`src/rtl/gpu_mem_arbiter.sv`:
```
// Two-requester arbiter for the shared triple-lane data memory port (datapath vs host/display).
// Round-robin on contention, pipeline stall generation, 1-cycle read return, grant statistics.
module gpu_mem_arbiter #(
    parameter int unsigned DW    = 18,
    parameter int unsigned AW    = 10,
    parameter int unsigned LANES = 3,
    parameter int unsigned CW    = 16
) (
    input  logic                  CLK,
    input  logic                  RST,
    input  logic                  GpuReq,
    input  logic                  GpuWe,
    input  logic [LANES*AW-1:0]   GpuA,
    input  logic [LANES*DW-1:0]   GpuWd,
    output logic                  GpuStall,
    output logic                  GpuRValid,
    output logic [LANES*DW-1:0]   GpuRd,
    input  logic                  HostReq,
    input  logic                  HostWe,
    input  logic [AW-1:0]         HostA,
    input  logic [LANES*DW-1:0]   HostWd,
    output logic                  HostGnt,
    output logic                  HostRValid,
    output logic [LANES*DW-1:0]   HostRd,
    output logic [LANES*AW-1:0]   MemA,
    output logic                  MemWe,
    output logic [LANES*DW-1:0]   MemWd,
    input  logic [LANES*DW-1:0]   MemRd,
    output logic [CW-1:0]         GntCntGpu,
    output logic [CW-1:0]         GntCntHost
);

    typedef enum logic [1:0] {TagNone, TagGpu, TagHost} tag_e;

    logic          gpu_grant;
    logic          host_grant;
    logic          last_host_q, last_host_d;
    tag_e          tag_q, tag_d;
    logic [CW-1:0] cnt_gpu_q, cnt_gpu_d;
    logic [CW-1:0] cnt_host_q, cnt_host_d;

    // last_host_q = 1 means the host won most recently, so the GPU wins the next contest.
    always_comb begin
        gpu_grant  = 1'b0;
        host_grant = 1'b0;
        if (!RST) begin
            if (GpuReq && (!HostReq || last_host_q)) begin
                gpu_grant = 1'b1;
            end else if (HostReq) begin
                host_grant = 1'b1;
            end
        end
    end

    always_comb begin
        MemA  = '0;
        MemWd = '0;
        MemWe = 1'b0;
        if (gpu_grant) begin
            MemA  = GpuA;
            MemWd = GpuWd;
            MemWe = GpuWe;
        end else if (host_grant) begin
            MemA  = {LANES{HostA}};
            MemWd = HostWd;
            MemWe = HostWe;
        end
    end

    assign GpuStall = GpuReq & ~gpu_grant;
    assign HostGnt  = host_grant;

    // Gated by RST so a read accepted just before reset never returns during it.
    assign GpuRValid  = !RST && (tag_q == TagGpu);
    assign HostRValid = !RST && (tag_q == TagHost);
    assign GpuRd      = GpuRValid  ? MemRd : '0;
    assign HostRd     = HostRValid ? MemRd : '0;

    assign GntCntGpu  = cnt_gpu_q;
    assign GntCntHost = cnt_host_q;

    always_comb begin
        last_host_d = last_host_q;
        tag_d       = TagNone;
        cnt_gpu_d   = cnt_gpu_q;
        cnt_host_d  = cnt_host_q;
        if (gpu_grant) begin
            last_host_d = 1'b0;
            if (!GpuWe) begin
                tag_d = TagGpu;
            end
            if (cnt_gpu_q != '1) begin
                cnt_gpu_d = cnt_gpu_q + 1'b1;
            end
        end
        if (host_grant) begin
            last_host_d = 1'b1;
            if (!HostWe) begin
                tag_d = TagHost;
            end
            if (cnt_host_q != '1) begin
                cnt_host_d = cnt_host_q + 1'b1;
            end
        end
    end

    always_ff @(posedge CLK) begin
        if (RST) begin
            last_host_q <= 1'b1;
            tag_q       <= TagNone;
            cnt_gpu_q   <= '0;
            cnt_host_q  <= '0;
        end else begin
            last_host_q <= last_host_d;
            tag_q       <= tag_d;
            cnt_gpu_q   <= cnt_gpu_d;
            cnt_host_q  <= cnt_host_d;
        end
    end

`ifndef SYNTHESIS
    a_one_grant: assert property (@(posedge CLK) !(gpu_grant && host_grant))
        else $error("both requesters granted");
    a_stall_bound: assert property (@(posedge CLK) disable iff (RST) GpuStall |=> !GpuStall)
        else $error("GpuStall held for two cycles");
`endif

endmodule

```
`config.mk`:
```
export PLATFORM = sky130hd
export DESIGN_NAME = gpu_mem_arbiter
export DESIGN_NICKNAME = d
export VERILOG_FILES = /design/src/rtl/gpu_mem_arbiter.sv
export SDC_FILE = /design/constraint.sdc
export NUM_CORES = 1
export LEC_CHECK = 0
export CAP_MARGIN = 20
export CORE_AREA = 2 2 170 172
export CTS_CLUSTER_SIZE = 25
export DETAILED_ROUTE_END_ITERATION = 7
export DIE_AREA = 0 0 172 174
export GPL_TIMING_DRIVEN = 0
export PLACE_DENSITY_LB_ADDON = 0.08
export SLEW_MARGIN = 20
export SYNTH_ARGS = -nofsm -noshare
export SYNTH_HDL_FRONTEND = slang
export SYNTH_SLANG_ARGS = --single-unit
```
`constraint.sdc`:
```
create_clock -name CLK -period 3.1 [get_ports CLK]
set_input_delay 0.93 -clock CLK [delete_from_list [all_inputs] [get_ports CLK]]
set_output_delay 0.93 -clock CLK [all_outputs]
set_load 0.05 [all_outputs]
```
==> impl_results.md, run 1 <==
* Clock sink count at 35
* Worst Hold End: GntCntGpu[14]
* Fmax at between 0.3 and 0.4 GHz
* Highest metal layer with signal wires: met4
* Adder-cell share of the synthesized area at less than 1%
* Die Span X at around 170 µm
* Pins over their slew limit at 0
* Vias after detailed routing at around 5200
* Core area at between 0.02 and 0.03 mm²
* Post-Synth Simple-Gate Area at between 30% and 40%
* CP delay by family, top: buffers and inverters
* Layout area overhead at 154.5%
* Min Tclk post-route at 3.063 ns
* Share of post-route cells with drive strength above 1 at between 30% and 40%
* # port buffers at 436
* CP Launch Type: input pin
* # IOs at about 440
* Worst Skew at 0.004889 ns
* LEAKAGE at around 3.7 nW
* RePlAce Congestion at 0.7628
* Die area at between 0.02 and 0.03 mm²
* Final hold vios at 0
* CTS Root Cell: clkbuf_16
* Hold_sp: GntCntGpu[14]
* Number of global-route vias before repair at 5068
* H-tree lvl count at 2
* Largest net degree at the start of global routing at 13
* Ys async rst share at 0%
* Xor/xnor share of the synthesized area at 0%
* EDFF count, synth at 0
* CP Depth at 7
* # fillers at between 3000 and 4000
* Cell area after synthesis at between 0.003 and 0.004 mm²
* CP required at about 2.2 ns
* Final #Nets at 1092
* Max clock buf depth at 2
* Crit path largest cell delay at 0.20 ns
* Met3 wire len at around 2100 µm
* Status: complete, no violations
* R2R depth at 6
* Inserted Clock Buffers at 5
* Top FF cell, synth: dfxtp_1
* Worst EP arrival at about 2.1 ns
* Clk slew on worst S/H paths at roughly 0.050 ns
* Routed Antenna Nets at 0
* CP endpoint kind: output port
* Routed Wire Length at between 20000 and 30000 µm
* Skew-Pair Late Insertion Delay at ~0.28 ns
* Yosys Warn Count at 0
* Post-synth net total at approximately 640
* Via density at roughly 4
* Slew @ Worst Pin at 0.6575 ns
* Slew headroom at around 56%
* Setup violators final at 0
* WL met2 at 13670 µm
* Crit-path cells: clkbuf_4 > clkbuf_16 > nor3b_4 > buf_12 > clkbuf_8 > and2_1 > buf_4
* Worst Setup SP: RST
* First-pass GRT wire length at between 30000 and 40000 µm
* Compound-Gate Fraction of Synth Area at between 30% and 40%
* Hold Buf Count CTS at 0
* Tightest Hold Check Type: flip-flop to flip-flop
* Crit Path Category: input pin to output port
* DRC violations left at 0
* Dpl hpwl at between 20000 and 25000 µm
* Overall power at about 2.0 mW
* Synth Instances at 428
* Seq/Total Area, Yosys at 20.67%
* Die Height at 174 µm
* Starting Density at between 10% and 20%
* Max cap viols at 0
* Rows at just over 60
* CP bufs+invs at 5
* RR Endpoint: GntCntGpu[10]
* Initial DRC count at around 170
* Total grt overflow at 0
* Setup TNS at 0 ns
* CTS tree: done
* 1st-pass router iterations at 4
* WL per Instance at 19.73 µm
* Main combinational cell family by area after synthesis: simple AND/OR/NAND/NOR gates
* Mux contribution to synthesized area at 1.956%
* Post-synthesis cell type count at 52
* P per Cell Area at between 200 and 250 mW/mm²
* Initial antenna violation count at 3
* Worst-path fanout max at 10
* Part of the cycle the worst path needs at between 90% and 100%
* Synth Register Bits at 35
* Total global-route track usage at 15.38%
* Routed length on met1 at slightly above 9000 µm
* WHS Path Cells at 2
* Syn Area/Cell at 7.919 µm²
* Peak VDD IR at between 0.15 and 0.2 mV
* R2r setup slk at 1.07 ns
* R2R Path Start: GntCntGpu[0]
* Critical Path Slowest Stage Cell: nor3b_4
[metal layers]
metal	global-route usage, %	vias up
met3	4.394	4
met1	16.15	2357
met5	0	-
li1	-	2550
met4	1.541	0
met2	30.66	255
[through the flow]
step	setup slack, ns	area (µm²)	utilization [%]	hold WS [ns]	instances
floorplan	0.006356	3488	-	0.5498	428
global placement	-2.081	8333	29.51	0.5061	1248
detailed placement	-2.173	8333	29.51	0.5070	1248
CTS	0.001382	8509	30.14	0.5197	1263
global route	-0.0002347	8626	30.55	0.5523	1268
finish	0.03706	8626	30.55	0.5239	1268
[worst register-to-register path, cell delays in order (launching register included)]
cell and delay [ns]:
dfxtp_1 0.42, ha_1 0.24, nand3_2 0.15, or3_1 0.36, buf_6 0.15, nor4b_2 0.26, mux2_1 0.34
[cell type report]
type	instances	area [µm²]	area share, %
antenna	3	7.507	0.08703
multi-input combinational	351	2686	31.14
tap	384	480.5	5.570
inverter	6	31.28	0.3626
sequential	35	700.7	8.123
buffer	35	361.6	4.192
clock buffer	6	128.9	1.494
timing repair buffer	448	4229	49.03
[cell usage after synthesis, drive strengths merged (8+ instances only)]
master | count | area [µm²]
clkbuf | 24 | 90.09
o41ai | 9 | 78.83
a22o | 85 | 744.5
a21oi | 14 | 70.07
nor2b | 8 | 50.05
nand4 | 10 | 81.33
and2 | 109 | 681.9
buf | 12 | 65.06
nand2 | 12 | 45.04
dfxtp | 35 | 700.7
nor2 | 12 | 45.04
nand3 | 11 | 65.06
[report_power, final]
group | leakage (nW) | total, mW | switching [mW] | internal [mW]
Clock | 0.0628 | 0.468 | 0.179 | 0.289
Combinational | 3.31 | 1.09 | 0.585 | 0.508
Sequential | 0.283 | 0.461 | 0.00627 | 0.455
Total | 3.66 | 2.02 | 0.771 | 1.25
[flip-flops by register name, summed over array words and instances, names as in the netlist]
register,cells
GntCntGpu,16
GntCntHost,16
last_host_q,1
tag_q,2
[how the worst max path moves through the flow]
stage | to | slack (ns)
after global routing | HostRd[1] | -0.0002
after global placement | MemWd[52] | -2.08
after detailed placement | MemWd[52] | -2.17
final | HostRd[40] | 0.04
after floorplan | HostRd[10] | 0.006
after CTS | HostRd[26] | 0.001
[timing repair]
action	CTS	global route
buffers inserted	10	2
pin swaps	5	1
setup endpoints to repair	197	139
resized for setup	1264	52
[placed cells by master (no fill, tap or decap), drive strengths merged, types with 3 or more instances in the layout]
cell type	instances
clkdlybuf4s50	236
or4	7
nor2	12
and4	5
and3	4
nand4	10
o41ai	9
nor2b	8
clkdlybuf4s15	4
clkbuf	54
dfxtp	35
or3	6
buf	194
nand3	11
diode	3
o21ai	7
nor3	4
mux2	5
a21oi	14
o311ai	7
nand2	12
nor4	7
and2	109
a22o	85
inv	5
o31ai	5
[kinds of logic after synthesis]
| family | Yosys count |
|---|---|
| adder cells (fa/ha/maj) | 2 |
| AND/OR/NAND/NOR | 203 |
| flip-flops | 35 |
| buffers and inverters | 42 |
| multiplexers | 6 |
| AO/OA/AOI/OAI | 140 |
Note: power is estimated with default switching activity, not from simulation.
==> run 2, diff against run 1 <==
TNS_END_PERCENT = 20   (was default)
==> run 2 against run 1 <==
Worst setup slack worse by 0.0011 ns; global-route usage is 0.72 points higher; clock power is 14% higher; sequential power hardly changed; worst hold slack worse by 0.011 ns; sequential share of layout area is 0.16 points higher.
==> impl_results.md, run 2 (synthesis results as in run 1) <==
* Min Tclk post-route at 3.064 ns (+0.001131 ns)
* 1st-pass router iterations at 4 (unchanged)
* RePlAce Congestion at 0.7658 (+0.39%)
* Crit path largest cell delay at 0.17 ns (-0.03 ns)
* Die Height at 174 µm (unchanged)
* Final #Nets at 1089 (-0.27%)
* Number of global-route vias before repair at 5180 (+2.2%)
* LEAKAGE at 3.621 nW (-1.0%)
* CP Launch Type: input pin
* DRC violations left at 0 (unchanged)
* Commonest non-fill, non-tap cell in the layout: clkdlybuf4s50_1
* Slew headroom at 55.85% (-0.32 points)
* Skew-Pair Late Insertion Delay at 0.28 ns (about the same)
* Via density at 4.092 (+0.43%)
* Dpl hpwl at 22240 µm (+4.5%)
* Tightest Hold Check Type: flip-flop to flip-flop
* WHS Path Cells at 2 (unchanged)
* Layout area overhead at 149.5%
* Inserted Clock Buffers at 5 (unchanged)
* Clock sink count at 35 (unchanged)
* Setup ws final at 0.03593 ns (-0.001131 ns)
* Worst EP arrival at 2.13 ns (about the same)
* # IOs at 437 (unchanged)
* R2r setup slk at 1.05 ns (-0.02 ns)
* Max cap viols at 0 (unchanged)
* Pins over their slew limit at 0 (unchanged)
* Slew @ Worst Pin at 0.6623 ns (+0.004832 ns)
* Initial antenna violation count at 3 (unchanged)
* CTS Root Cell: clkbuf_16
* Clk slew on worst S/H paths at 0.06 ns (about the same)
* Fmax at 0.3264 GHz (about the same)
* CP delay by family, top: buffers and inverters
* R2R depth at 6 (unchanged)
* Pre-CTS setup slack at -2.189 ns (-0.01595 ns)
* CP required at 2.17 ns (about the same)
* Starting Density at 12.00% (unchanged)
* Worst Skew at 0.006675 ns (+0.001786 ns)
* CTS tree: done
* Setup violators final at 0 (unchanged)
* Total global-route track usage at 16.10% (+0.72 points)
* Die area at 0.02993 mm² (unchanged)
* Initial DRC count at 205 (+18%)
* Worst Setup SP: RST
* Max clock buf depth at 2 (unchanged)
* WL per Instance at 20.51 µm (+4.0%)
* Final hold vios at 0 (unchanged)
* Worst Hold End: GntCntGpu[14]
* Hold Slack at 0.5132 ns (-0.01065 ns)
* Status: complete, no violations
* Hold_sp: GntCntGpu[14]
* P per Cell Area at 242.9 mW/mm² (+3.6%)
* Die Span X at 172 µm (unchanged)
* Largest net degree at the start of global routing at 13 (unchanged)
* Total grt overflow at 0 (unchanged)
* Worst path most repeated cell: buf_12
* R2R Path Start: GntCntGpu[0]
* Rows at 62 (unchanged)
* Vias after detailed routing at 5176 (+0.19%)
* Hold Buf Count CTS at 0 (unchanged)
* Share of post-route cells with drive strength above 1 at 33.64% (-5.0 points)
* Crit-path cells: buf_4 > nand2b_4 > nor2_4 > buf_12 > buf_12 > clkbuf_16 > a22o_1 > buf_6
* Part of the cycle the worst path needs at 98.84% (about the same)
* Critical Path Slowest Stage Cell: buf_6
* # port buffers at 436 (unchanged)
* CP bufs+invs at 5 (unchanged)
* Crit Path Category: input pin to output port
* Routed Wire Length at 25950 µm (+3.7%)
* # fillers at 3116 (+0.55%)
* RR Endpoint: GntCntGpu[10]
* RSZ-0062 raised after global routing: yes
* Overall power at 2.054 mW (+1.6%)
* H-tree lvl count at 2 (unchanged)
* Peak VDD IR at 0.2132 mV (+39%)
* Most frequent cells in the layout: clkdlybuf4s50_1, and2_1, a22o_1
* First-pass GRT wire length at 35330 µm (+3.7%)
* Core area at 0.02824 mm² (unchanged)
* Worst-path fanout max at 10 (unchanged)
* Routed Antenna Nets at 0 (unchanged)
* CP endpoint kind: output port
run 2: how the worst max path moves through the flow:
stage                 endpoint  cells after the start
floorplan             MemA[20]                      5
global placement     MemWd[52]                      7
CTS                 HostRd[43]                      7
finish                 MemA[6]                      8
detailed placement   MemWd[52]                      7
global route           MemA[6]                      8
run 2: layout make-up:
cell class,count,area (µm²),area share (%)
well taps,384,480.5,5.680
multi-input cells,351,2635,31.15
flip-flops and latches,35,700.7,8.284
plain buffers,35,340.3,4.024
diodes,1,2.502,0.02959
repair buffers,445,4111,48.61
inverters,6,31.28,0.3698
clock buffers,8,156.4,1.849
run 2: timing repair:
action / CTS / global route
setup buffers: 9 / 0
endpoints found under the setup margin: 203 / 131
pin swaps: 7 / 1
resized for setup: 1153 / 127
run 2: report_power, final:
group | switching (mW) | leakage (nW) | internal, mW
sequential | 0.00669 | 0.283 | 0.455
clock | 0.192 | 0.0772 | 0.342
combinational | 0.584 | 3.26 | 0.475
total | 0.782 | 3.62 | 1.27
run 2: stage by stage:
step	util, %	area, µm²	TNS (ns)	instances
after floorplan	-	3427	-3.347	428
after global placement	29.29	8272	-346.60	1248
after detailed placement	29.29	8272	-341.42	1248
after CTS	29.63	8368	-0.01051	1264
after global routing	29.95	8458	-0.07286	1265
final	29.95	8458	0	1265
run 2: worst min-delay path, cell delays in order (launching register included):
cell and delay [ns]:
dfxtp_1 0.34, o41ai_1 0.07, a21oi_1 0.05
run 2: routing by layer:
metal / up-vias / wire length (µm) / share of wire [%] / global-route usage, %
met5: - / 0 / 0 / 0
met4: 0 / 240 / 0.93 / 1.716
met3: 12 / 2427 / 9.4 / 5.328
met2: 263 / 14260 / 55 / 32.75
met1: 2364 / 9019 / 35 / 15.89
li1: 2537 / - / - / -
